### config.mk
export PLATFORM = sky130hd
export DESIGN_NAME = fifo_drain_sched
export DESIGN_NICKNAME = d
export VERILOG_FILES = /design/src/rtl/fifo_drain_sched.sv
export SDC_FILE = /design/constraint.sdc
export NUM_CORES = 1
export LEC_CHECK = 0
export ABC_AREA = 1
export ABC_CLOCK_PERIOD_IN_PS = 1100
export CAP_MARGIN = 25
export CORE_UTILIZATION = 22
export CTS_CLUSTER_DIAMETER = 150
export DETAILED_ROUTE_END_ITERATION = 6
export GPL_TIMING_DRIVEN = 0
export MAX_ROUTING_LAYER = met4
export PLACE_DENSITY_LB_ADDON = 0.2
export SYNTH_ARGS = -nofsm -noshare
export SYNTH_HDL_FRONTEND = slang
export SYNTH_SLANG_ARGS = --single-unit
### constraint.sdc
create_clock -name clk -period 1.1 [get_ports clk]
set_input_delay 0.165 -clock clk [delete_from_list [all_inputs] [get_ports clk]]
set_output_delay 0.165 -clock clk [all_outputs]
set_load 0.02 [all_outputs]
### src/rtl/fifo_drain_sched.sv
// Read-side scheduler for the 4-in/32-out flush FIFO: round-robin read grants and flush sequencing.
// Optional stranded-data auto-flush is built when FIFO_DRAIN_AUTOFLUSH_EN is defined.
module fifo_drain_sched #(
  parameter int TIMEOUT = 16
) (
  input  logic        clk,
  input  logic        rst,
  input  logic [1:0]  req_i,
  input  logic [1:0]  flush_i,
  output logic [1:0]  gnt_o,
  output logic [31:0] data_o,
  output logic        data_vld_o,
  output logic        flush_word_o,
  output logic [1:0]  flush_done_o,
  output logic        fifo_rd_o,
  output logic        fifo_flush_o,
  input  logic [31:0] fifo_rd_data_i,
  input  logic        fifo_data_avail_i,
  input  logic        fifo_empty_i,
  input  logic        fifo_flush_done_i
);

  typedef enum logic {S_IDLE, S_FLUSH} state_t;

  state_t r_state;
  logic   r_owner;
  logic   r_rr;

  logic [1:0] w_gnt;
  logic [1:0] w_fdone;
  logic       w_rd;
  logic       w_fflush;
  logic       w_fword;
  logic       w_start;
  logic       w_sel;
  logic       w_auto_hit;
  logic       w_auto;
  logic       w_req_win;
  logic       w_flush_win;

  assign w_req_win   = req_i[r_rr]   ? r_rr : ~r_rr;
  assign w_flush_win = flush_i[r_rr] ? r_rr : ~r_rr;

`ifdef FIFO_DRAIN_AUTOFLUSH_EN
  localparam logic [7:0] TMAX = 8'(TIMEOUT - 1);

  logic [7:0] r_timer;
  logic       r_auto;

  assign w_auto_hit = (r_timer == TMAX);
  assign w_auto     = r_auto;

  // Counts idle cycles with only a partial word stored; held at TMAX until serviced.
  always_ff @(posedge clk or posedge rst) begin
    if (rst) begin
      r_timer <= '0;
      r_auto  <= 1'b0;
    end else begin
      if (r_state == S_IDLE && !w_start && !fifo_empty_i && !fifo_data_avail_i) begin
        if (r_timer != TMAX) r_timer <= r_timer + 8'd1;
      end else begin
        r_timer <= '0;
      end
      if (w_start) r_auto <= ~|flush_i;
    end
  end
`else
  assign w_auto_hit = 1'b0;
  assign w_auto     = 1'b0;
`endif

  always_comb begin
    w_gnt    = '0;
    w_fdone  = '0;
    w_rd     = 1'b0;
    w_fflush = 1'b0;
    w_fword  = 1'b0;
    w_start  = 1'b0;
    w_sel    = 1'b0;
    case (r_state)
      S_IDLE: begin
        if (|flush_i && fifo_empty_i) begin
          w_fdone = flush_i;
        end else if (|flush_i) begin
          w_start = 1'b1;
          w_sel   = w_flush_win;
        end else if (w_auto_hit && |req_i) begin
          w_start = 1'b1;
          w_sel   = w_req_win;
        end else if (fifo_data_avail_i && |req_i) begin
          w_rd  = 1'b1;
          w_sel = w_req_win;
          w_gnt = 2'b01 << w_sel;
        end
      end
      S_FLUSH: begin
        w_fflush = 1'b1;
        w_sel    = r_owner;
        if (fifo_flush_done_i) begin
          if (!w_auto) w_fdone = 2'b01 << r_owner;
        end else if (!fifo_empty_i) begin
          w_gnt   = 2'b01 << r_owner;
          w_fword = 1'b1;
        end
      end
      default: ;
    endcase
  end

  always_ff @(posedge clk or posedge rst) begin
    if (rst) begin
      r_state <= S_IDLE;
      r_owner <= 1'b0;
      r_rr    <= 1'b0;
    end else begin
      case (r_state)
        S_IDLE: if (w_start) begin
          r_state <= S_FLUSH;
          r_owner <= w_sel;
        end
        S_FLUSH: if (fifo_flush_done_i) r_state <= S_IDLE;
        default: r_state <= S_IDLE;
      endcase
      if (w_start || |w_gnt) r_rr <= ~w_sel;
    end
  end

  // Outputs are forced low while reset is held so a mid-flush reset drops them at once.
  assign gnt_o        = rst ? 2'b00 : w_gnt;
  assign data_o       = rst ? 32'd0 : fifo_rd_data_i;
  assign data_vld_o   = |gnt_o;
  assign flush_word_o = rst ? 1'b0 : w_fword;
  assign flush_done_o = rst ? 2'b00 : w_fdone;
  assign fifo_rd_o    = rst ? 1'b0 : w_rd;
  assign fifo_flush_o = rst ? 1'b0 : w_fflush;

endmodule

==> results.txt, run 1 <==
* Final Cycle Share: 140.7%
- Worst clock skew: 0.002567 ns
* Number of max-cap violations: 0
* Parity-gate share of the synthesized area counting xor and xnor cells: 0%
- For this block, the initial DRC count from the detailed router was 12.
* Diodes inserted: 0
- Summing the areas of all fa, ha and maj instances in the mapped netlist gives 0% of the synthesized area.
- In this run the vertical extent of the chip is 54.20 um.
- Of all cell types, the one taking the most synthesized area is sky130_fd_sc_hd__nor2_1.
* Number of buffers on the longest clock path: 2
* Global-route wire length before repair: 3.746 mm
- For this run, design rule violations remaining after detail routing come to 0.
- The smallest clock period supported by the final layout is computed as 1.548 ns.
* Top-level port count: 81
* Required time of the worst setup path: 0.94 ns
- Synth cell types: 17
- The worst setup path is of the reg2out kind.
* TritonCTS clock tree: yes
* Outcome: finished with violations
* HPWL after DPL: 1.949 mm
- Sink count of the clock tree: 3
* Buffer cell driving the clock tree root: sky130_fd_sc_hd__clkbuf_4
- Counting every instance in the synthesized netlist gives 129.
- Most frequent cells after synthesis: sky130_fd_sc_hd__nor2_1, sky130_fd_sc_hd__inv_1, sky130_fd_sc_hd__nand2_1
* Average routed wire per standard cell: 10.21 um
- Starting density of the core: 23.76%
- Combinational logic burns 67.0% of the power.
* Fraction of synthesized area in multiplexers: 0%
* Library cell with the highest instance count after synthesis: sky130_fd_sc_hd__nor2_1
- Overall track demand over capacity in global routing: 17.79%
- Counting flops with a built-in enable in the synthesized netlist gives 0.
- Post-synthesis async set-or-reset flop share: 100.0%
- Slack of the critical path: -0.4476 ns
- Total congestion overflow: 0
- Setup repair after global routing missed its margin: true
* Worst slew pin tran: 0.2808 ns
- In this run the remaining antenna-violating nets after routing total 0.
* Clock share of power: 17.6%
- # setup viols final: 10
* Skew-Pair Late Insertion Delay: 0.25 ns
- Hold buffers post-CTS: 0
- Sum of routed wire length over all layers: 2.573 mm
* Core outline area: 0.002522 mm2
- Summed over all cells, the static leakage comes to 0.9631 nW.
* Vias per cell: 4.226
- Avg Inst Size Synth: 4.646 um2
- The synthesized netlist devotes 6.472% of its cell area to compound gates.
- Flip-flop cell with the highest count after synthesis: sky130_fd_sc_hd__dfrtp_1
- In this run the number of H-tree levels came out at 1.
- Sequential cells burn 15.4% of the power.
- Layout Utilization: 61.76%
- Internal power comes to 694.6 uW.
- Summed over all nets, the switching power comes to 547.0 uW.
- Routability-driven placement finished with a final weighted congestion of 0.7475.
* Largest net degree at the start of global routing: 11
* Sequential fraction of the synthesis area: 12.53%
* Die width: 54.20 um
* Number of core rows: 18
- Net Sw Frac: 44.05%
* Combinational family with the most area after synthesis: simple AND/OR/NAND/NOR gates
- Arrival @ worst endpoint: 1.38 ns
- Num CTS Buffers: 3
- Startpoint kind of the worst setup timing path: register
- Across the VDD grid, the largest voltage drop is 881.9 uV.
- Violated checks: negative setup slack
- Vias in the first global route: 1,008
* Number of pins exceeding their max-slew limit in the final report: 0
* Pwr per Cell Area: 797.0 mW/mm2
- Tracing the worst setup path back leads to its startpoint at r_state.
- The synthesized design devotes to its leading area cell type 26.93% of total area.
- The number of hold-slack violations in the final timing report came to 0.
- Final layout net count: 264
- The initial antenna violation count came to 0.
* Worst min-delay path class: in2async
- Summing the areas of all and, or, nand and nor instances in the mapped netlist gives 50.10% of the synthesized area.
- Cells with a size suffix above 1 make up 41.44% of the layout.
* 1st-pass router iterations: 4
- FF-to-FF Start: r_rr
- Total via count after detailed routing: 1,065
- Setup total negative slack on the finished layout was measured at -2.968 ns.
* CP endpoint kind: primary output
- Number of I/O port buffers: 79
* Highest fanout seen on the critical path: 4
- Max-slew headroom at the worst pin: 81.28%
- For this run, the number of Yosys warnings is 0.
* Die Outline Area: 0.002937 mm2
- Clock transition at the registers of the reported paths: 0.04 ns
- Area growth from synthesis to layout: 159.9%
- Synthesized netlist net count: 170
- Highest Clock Rate: 646.2 MHz
- Fill cells in the final layout number 257.
- Post-synth design cell area: 599.3 um2
* Total of flip-flops plus latches after synthesis: 3
* Top post-synthesis cells by area: sky130_fd_sc_hd__nor2_1, sky130_fd_sc_hd__inv_1, sky130_fd_sc_hd__dfrtp_1
==> layer usage <==
metal,GRT usage [%],up-vias,part of all wire [%]
li1,-,542,-
met1,16.67,470,37
met2,34.15,51,55
met3,4.802,2,7.1
met4,5.983,0,0.43
met5,-,-,0
==> power groups by stage <==
stage / Combinational [mW] / Clock [mW] / Sequential (mW)
floorplan: 0.352 / 0 / 0.175
global placement: 0.674 / 0 / 0.186
detailed placement: 0.689 / 0 / 0.187
CTS: 0.727 / 0.224 / 0.184
global route: 0.899 / 0.243 / 0.198
finish: 0.831 / 0.219 / 0.191
==> layout make-up <==
cell class              count  area (um2)  share of cell area (%)
well taps                  30       37.54                   2.410
plain buffers               5       26.28                   1.687
clock buffers               4       26.28                   1.687
repair buffers             89       772.0                   49.56
flip-flops and latches      3       76.32                   4.900
inverters                  44       170.2                   10.92
multi-input cells          77       449.2                   28.84
==> path summary, 6_finish.rpt <==
path	end	slack, ns	cells past startpoint
max	data_vld_o	-0.45	7
min	r_rr	0.06	3
max reg2reg	r_rr	-0.27	8
min reg2reg	r_owner	0.63	2
max in group asynchronous	r_state	0.90	3
min in group clk	r_owner	0.43	4
==> registers in the layout, indices dropped and copies added (netlist names) <==
register,cells
r_state,1
r_rr,1
r_owner,1
==> metrics by stage <==
step / cells / hold slack [ns] / cell area (um2) / power, mW / setup slack [ns]
2_1_floorplan: 129 / 0.2711 / 638.1 / 0.5272 / -0.08164
3_3_place_gp: 238 / 0.3568 / 1466 / 0.8602 / -0.9905
3_5_place_dp: 238 / 0.3719 / 1466 / 0.8755 / -1.023
4_1_cts: 249 / 0.06051 / 1405 / 1.135 / -0.4467
5_1_grt: 252 / 0.1094 / 1558 / 1.340 / -0.5258
6_report: 252 / 0.06091 / 1558 / 1.242 / -0.4476
==> timing repair <==
action	in CTS	in global routing
buffers inserted	7	5
setup endpoints to repair	42	26
pin swaps	9	21
gates resized for setup	191	47
==> cell usage in the layout (no fill, tap or decap), drive strengths merged <==
| cell | count |
|---|---|
| nor4 | 2 |
| nor2 | 44 |
| clkbuf | 8 |
| nand2 | 20 |
| clkdlybuf4s50 | 27 |
| dlymetal6s2s | 8 |
| nor3 | 1 |
| dlygate4sd2 | 4 |
| inv | 44 |
| o21ai | 4 |
| buf | 51 |
| dfrtp | 3 |
| nand3 | 3 |
| a21oi | 3 |
==> logic make-up after synthesis <==
family / count (synthesis)
AOI/OAI and AO/OA: 7
buffers and inverters: 49
DFF: 3
and+or+nand+nor: 70
==> critical path, cell delays in order, from the launching register on <==
cell and delay (ns):
sky130_fd_sc_hd__dfrtp_2 0.42, sky130_fd_sc_hd__nand2_2 0.11, sky130_fd_sc_hd__nor2_4 0.11, sky130_fd_sc_hd__nand2_1 0.08, sky130_fd_sc_hd__nand2_2 0.10, sky130_fd_sc_hd__inv_4 0.05, sky130_fd_sc_hd__a21oi_4 0.13, sky130_fd_sc_hd__buf_6 0.13
Note: power is estimated with default switching activity, not from simulation.
==> inputs of run 2 (changes only) <==
Settings changed: ABC_CLOCK_PERIOD_IN_PS 1100 to unset, CELL_PAD_IN_SITES_DETAIL_PLACEMENT set to 0, CELL_PAD_IN_SITES_GLOBAL_PLACEMENT set to 1, CORE_UTILIZATION 22 to 28, DONT_BUFFER_PORTS set to 1.
==> results.txt, run 2 (synthesized netlist as in run 1, its figures left out) <==
- The maximum number of buffers from clock root to sink was 2 (unchanged).
* Highest Clock Rate: 684.6 MHz (was 646.2 MHz)
* Worst min-delay path class: in2async (unchanged)
- Fraction of layout cells with a size suffix above 1: 34.04% (was 41.44%)
- The total CTS buffers is 3 (unchanged).
- Largest registers: r_owner: 1 flops, r_rr: 1 flops, r_state: 1 flops (unchanged)
- The remaining design rule violation count came to 0 (unchanged).
- Height of the die: 48.27 um (was 54.20 um)
* Largest net degree at the start of global routing: 11 (unchanged)
- The post-route antenna net violation count came to 0 (unchanged).
- The number of sinks on the clock net came to 3 (unchanged).
* HPWL after DPL: 1.214 mm (was 1.949 mm)
- Outcome: finished with violations (unchanged).
* Setup repair after global routing missed its margin: true (unchanged)
* Total count of hold-check failures in the final report: 0 (unchanged)
- The final clock skew is 0.001318 ns (was 0.002567 ns).
- Final layout net count: 183 (was 264)
- The share of the clock period used by the worst path after layout is 132.8% (was 140.7%).
- The number of diodes is 0 (unchanged).
- The average detailed-routed wire length per instance is 8.851 um (was 10.21 um).
- Arrival @ worst endpoint: 1.30 ns (was 1.38 ns)
- Clock transition at the registers of the reported paths: 0.04 ns (about the same)
- Starting density of the core: 30.24% (was 23.76%)
- The cell at the slowest stage of the critical path is sky130_fd_sc_hd__dfrtp_2 (unchanged).
- Chain of cells forming the critical path: inv_2 > nand2_2 > inv_2 > nand3_2 > nand2_2 > inv_2 > a21oi_4 (was nand2_2 > nor2_4 > nand2_1 > nand2_2 > inv_4 > a21oi_4 > buf_6).
- The total leakage power was 0.5091 nW (was 0.9631 nW).
- Number of max-cap violations: 0 (unchanged)
* Worst hold slack: 0.06621 ns (was 0.06091 ns)
- The wire length of the first global-routing pass is 1.856 mm (was 3.746 mm).
- Skew-Pair Late Insertion Delay: 0.24 ns (was 0.25 ns)
- The CTS root buffer is sky130_fd_sc_hd__clkbuf_4 (unchanged).
- Startpoint kind of the worst setup timing path: register (unchanged)
- The most repeated library cell on the critical path was sky130_fd_sc_hd__inv_2 (was sky130_fd_sc_hd__nand2_2).
- The capturing element type of the critical path was a primary output (unchanged).
* Worst ir drop on vdd: 396.3 uV (was 881.9 uV)
* H-tree depth: 1 (unchanged)
- The overall die width came to 48.27 um (was 54.20 um).
* Final Critical Period: 1.461 ns (was 1.548 ns)
- # setup viols final: 10 (unchanged)
* Vias per cell: 4.226 (unchanged)
- Slack of the critical path: -0.3607 ns (was -0.4476 ns)
- The vias after detailed routing came to 710 (was 1,065).
- Number of I/O port buffers: 0 (was 79)
- The final number of max-transition violations was 0 (unchanged).
- The total I/O pin count is 81 (unchanged).
- Vias in the first global route: 516 (was 1,008)
- Core outline area: 0.001982 mm2 (was 0.002522 mm2)
- The remaining max-slew budget at the tightest pin is 62.16% (was 81.28%).
- DP Worst Slack: -0.1852 ns (was -1.023 ns)
* Area growth from synthesis to layout: 41.34% (was 159.9%)
- The number of detailed-routing iterations run before antenna repair came to 4 (unchanged).
- Commonest cells after routing, fill and taps aside: sky130_fd_sc_hd__inv_1, sky130_fd_sc_hd__nor2_1, sky130_fd_sc_hd__nand2_1, sky130_fd_sc_hd__buf_4, sky130_fd_sc_hd__nor2_4 (was sky130_fd_sc_hd__inv_1, sky130_fd_sc_hd__nor2_1, sky130_fd_sc_hd__clkdlybuf4s50_1, sky130_fd_sc_hd__buf_4, sky130_fd_sc_hd__buf_2)
* Total congestion overflow: 0 (unchanged)
* Slowest Stage Delay on Critical Path: 0.43 ns (was 0.42 ns)
- Die Outline Area: 0.002330 mm2 (was 0.002937 mm2)
- Highest fanout seen on the critical path: 4 (unchanged)
* Routability Congestion: 0.7938 (was 0.7475)
- Sum of routed wire length over all layers: 1.487 mm (was 2.573 mm)
- Commonest non-fill, non-tap cell in the layout: sky130_fd_sc_hd__inv_1 (unchanged)
* Pwr per Cell Area: 1079 mW/mm2 (was 797.0 mW/mm2)
* Starting DRT DRC Count: 10 (was 12)
* Required time of the worst setup path: 0.94 ns (about the same)
- Worst slew pin tran: 0.5630 ns (was 0.2808 ns)
- TritonCTS clock tree: yes (unchanged)
- The number of cell rows was 16 (was 18).
- The start point of the critical path is r_state (unchanged).
- The critical register-to-register path startpoint is r_rr (unchanged).
- Antenna violations before repair: 0 (unchanged)
- Violated checks: negative setup slack (unchanged)
- Overall track demand over capacity in global routing: 11.60% (was 17.79%)
* Startpoint-to-endpoint class of the critical path: reg2out (unchanged)
==> run 2: cell types whose count changed in the layout (fill, tap and decap cells not counted), moves of 4 or more <==
cell	delta
sky130_fd_sc_hd__clkdlybuf4s50_1	-27
sky130_fd_sc_hd__buf_2	-17
sky130_fd_sc_hd__buf_4	-17
sky130_fd_sc_hd__buf_6	-8
sky130_fd_sc_hd__dlymetal6s2s_1	-8
sky130_fd_sc_hd__dlygate4sd2_1	-4
==> run 2: final timing paths <==
path,end,slack (ns),depth (start not counted)
worst max-delay path,data_vld_o,-0.36,7
worst min-delay path,r_state,0.07,3
worst max register to register,r_rr,-0.25,8
worst min register to register,r_owner,0.59,2
max in group asynchronous,r_state,0.90,3
min in group clk,r_owner,0.15,3
==> run 2: area by class of cell <==
cell class | instances | area (um2)
Multi-Input combinational cell | 77 | 452.9
Sequential cell | 3 | 76.32
Clock buffer | 4 | 26.28
Fill cell | 203 | 1135
Timing Repair Buffer | 8 | 63.81
Buffer | 5 | 26.28
Inverter | 44 | 167.7
Tap cell | 27 | 33.78
==> run 2: per-stage QoR <==
step                      instance area, um2  power [mW]  setup TNS [ns]  instances  util [%]
after global routing                   847.1      0.9832          -2.838        168     42.74
after floorplan                        638.1      0.5272         -0.4124        129         -
after CTS                              790.8      0.8863          -2.286        166     39.90
after detailed placement               671.9      0.5841          -1.252        156     33.90
final                                  847.1      0.9140          -2.237        168     42.74
after global placement                 671.9      0.5774          -1.237        156     33.90
==> run 2: power breakdown <==
group          total, mW  internal [mW]  switching, mW
Combinational      0.532          0.186          0.346
Sequential         0.186          0.144         0.0418
Clock              0.196          0.136         0.0597
==> run 2: what timing repair did <==
| item | CTS | global route |
|---|---|---|
| pin swaps | 6 | 5 |
| hold buffers | 0 | 0 |
| resized for setup | 16 | 17 |
| setup endpoints to repair | 10 | 40 |
| setup buffers | 6 | 2 |
==> run 2: per-layer routing <==
| metal | share of wire, % | GRT usage (%) | vias up |
|---|---|---|---|
| li1 | - | - | 377 |
| met1 | 42 | 14.19 | 292 |
| met2 | 50 | 18.93 | 39 |
| met3 | 7.6 | 1.481 | 2 |
| met4 | 0.74 | 5.000 | 0 |
| met5 | 0 | - | - |
==> run 2: critical path: cells and delay by family (launching register included) <==
kind	cells	cell delay [ns]
simple gates	3	0.22
compound gates	1	0.21
flops	1	0.43
buf+inv	3	0.20
==> edit, RTL diff (flow settings as in run 1) <==
The option `FIFO_DRAIN_AUTOFLUSH_EN` is turned on by a define.
--- a/src/rtl/fifo_drain_sched.sv
+++ b/src/rtl/fifo_drain_sched.sv
@@ -1,5 +1,7 @@
 // Read-side scheduler for the 4-in/32-out flush FIFO: round-robin read grants and flush sequencing.
 // Optional stranded-data auto-flush is built when FIFO_DRAIN_AUTOFLUSH_EN is defined.
+`define FIFO_DRAIN_AUTOFLUSH_EN
+
 module fifo_drain_sched #(
   parameter int TIMEOUT = 16
 ) (
Behaviour: no difference found for any inputs over 10 cycles, from zero or initial values and one cycle with rst high; that may be too few to reach the edited logic, so the function may still have changed.
==> edit against run 1 <==
- the run still ends with setup timing left
- power rose by 70%
- clock skew fell by 0.0020 ns
- sequential cell count rose by 9
- register-to-register slack got worse by 0.13 ns
- synthesized area rose by 82%
- global-route usage fell by 4.0 points
- design area rose by 54%
- synthesized cell count rose by 38%
- wire length rose by 39%
- worst setup slack got worse by 0.22 ns
- core utilization fell by 11 points
- sequential power rose to 2.9 times the old value
- largest cell class unchanged
==> edit: results (changes against run 1) <==
WL met3 185 um (was 182 um); Synth Area in Adders 0.0115 (was 0); vias in the first global route 1,323 (was 1,008); worst path arrival time 1.60 ns (was 1.38 ns); DP Cell Count 325 (was 238); M2 GR Usage 0.224 (was 0.341); sequential area share after synthesis 0.276 (was 0.125); CP max-delay cell dfrtp_1 (was dfrtp_2); # fillers 473 (was 257); worst min-delay path category flop to flop (was input pin to async pin); Worst Tran Pin Value 0.404 ns (was 0.281 ns); Crit path max-delay family simple AND/OR/NAND/NOR gates (was flip-flops); setup ws final -0.663 ns (was -0.448 ns); Crit Reg-Reg Startpoint r_timer[1] (was r_rr); violations in the final reports setup timing (unchanged); share of post-route cells with drive strength above 1 0.440 (was 0.414); GR Util met3 0.0208 (was 0.0480); Met1 Routed Length 1.55 mm (was 959 um); commonest cells in the netlist nor2_1 (42), inv_1 (40), nand2_1 (24), dfrtp_1 (12), a21oi_1 (9) (was nor2_1 (43), inv_1 (40), nand2_1 (16)); Yosys cell types 31 (was 17); CP startpoint r_timer[0] (was r_state); routed length per instance 10.2 um (about the same); placed cell area 0.00206 mm2 (was 0.00147 mm2); first-pass GRT wire length 5.49 mm (was 3.75 mm); largest cells by area after synthesis dfrtp_1 (28%), nor2_1 (14%), inv_1 (14%), nand2_1 (8.3%), a21oi_1 (4.1%) (was nor2_1 (27%), inv_1 (25%), dfrtp_1 (13%), nand2_1 (10%), nand2_2 (4.2%)); Syn Area/Cell 6.12 um2 (was 4.65 um2); status finished, violations left (unchanged); Root Buffer clkbuf_8 (was clkbuf_4); XOR/XNOR Fraction of Synth Area 0.0161 (was 0); post-synthesis compound-gate area fraction 0.102 (was 0.0647); detailed placement HPWL 2.61 mm (was 1.95 mm); R2R Setup Slk -0.40 ns (was -0.27 ns); gr usage total 0.138 (was 0.178); hold_buf cts 1 (was 0); endpoints failing setup 20 (was 10); total number of vias 1,435 (was 1,065)
edit: metrics by stage:
step | TNS, ns | power (mW) | utilization | hold WS (ns)
after floorplan | -5.87 | 1.05 | - | 0.0597
after global placement | -50.69 | 1.46 | 0.434 | 0.480
after detailed placement | -50.84 | 1.46 | 0.434 | 0.481
after CTS | -7.90 | 2.01 | 0.466 | 0.496
after global routing | -9.35 | 2.26 | 0.504 | 0.536
final | -8.15 | 2.11 | 0.504 | 0.491
edit: report_power, final:
group          total (mW)  internal [mW]  switching (mW)
Combinational        1.08          0.528           0.551
Sequential          0.549          0.494          0.0555
Clock               0.486          0.317           0.169
Total                2.11           1.34           0.776
edit: cell type report:
type / count / share of cell area
inverters: 44 / 0.0736
multi-input cells: 117 / 0.346
clock buffers: 4 / 0.0230
well taps: 67 / 0.0350
plain buffers: 5 / 0.0219
repair buffers: 102 / 0.375
flip-flops and latches: 12 / 0.126
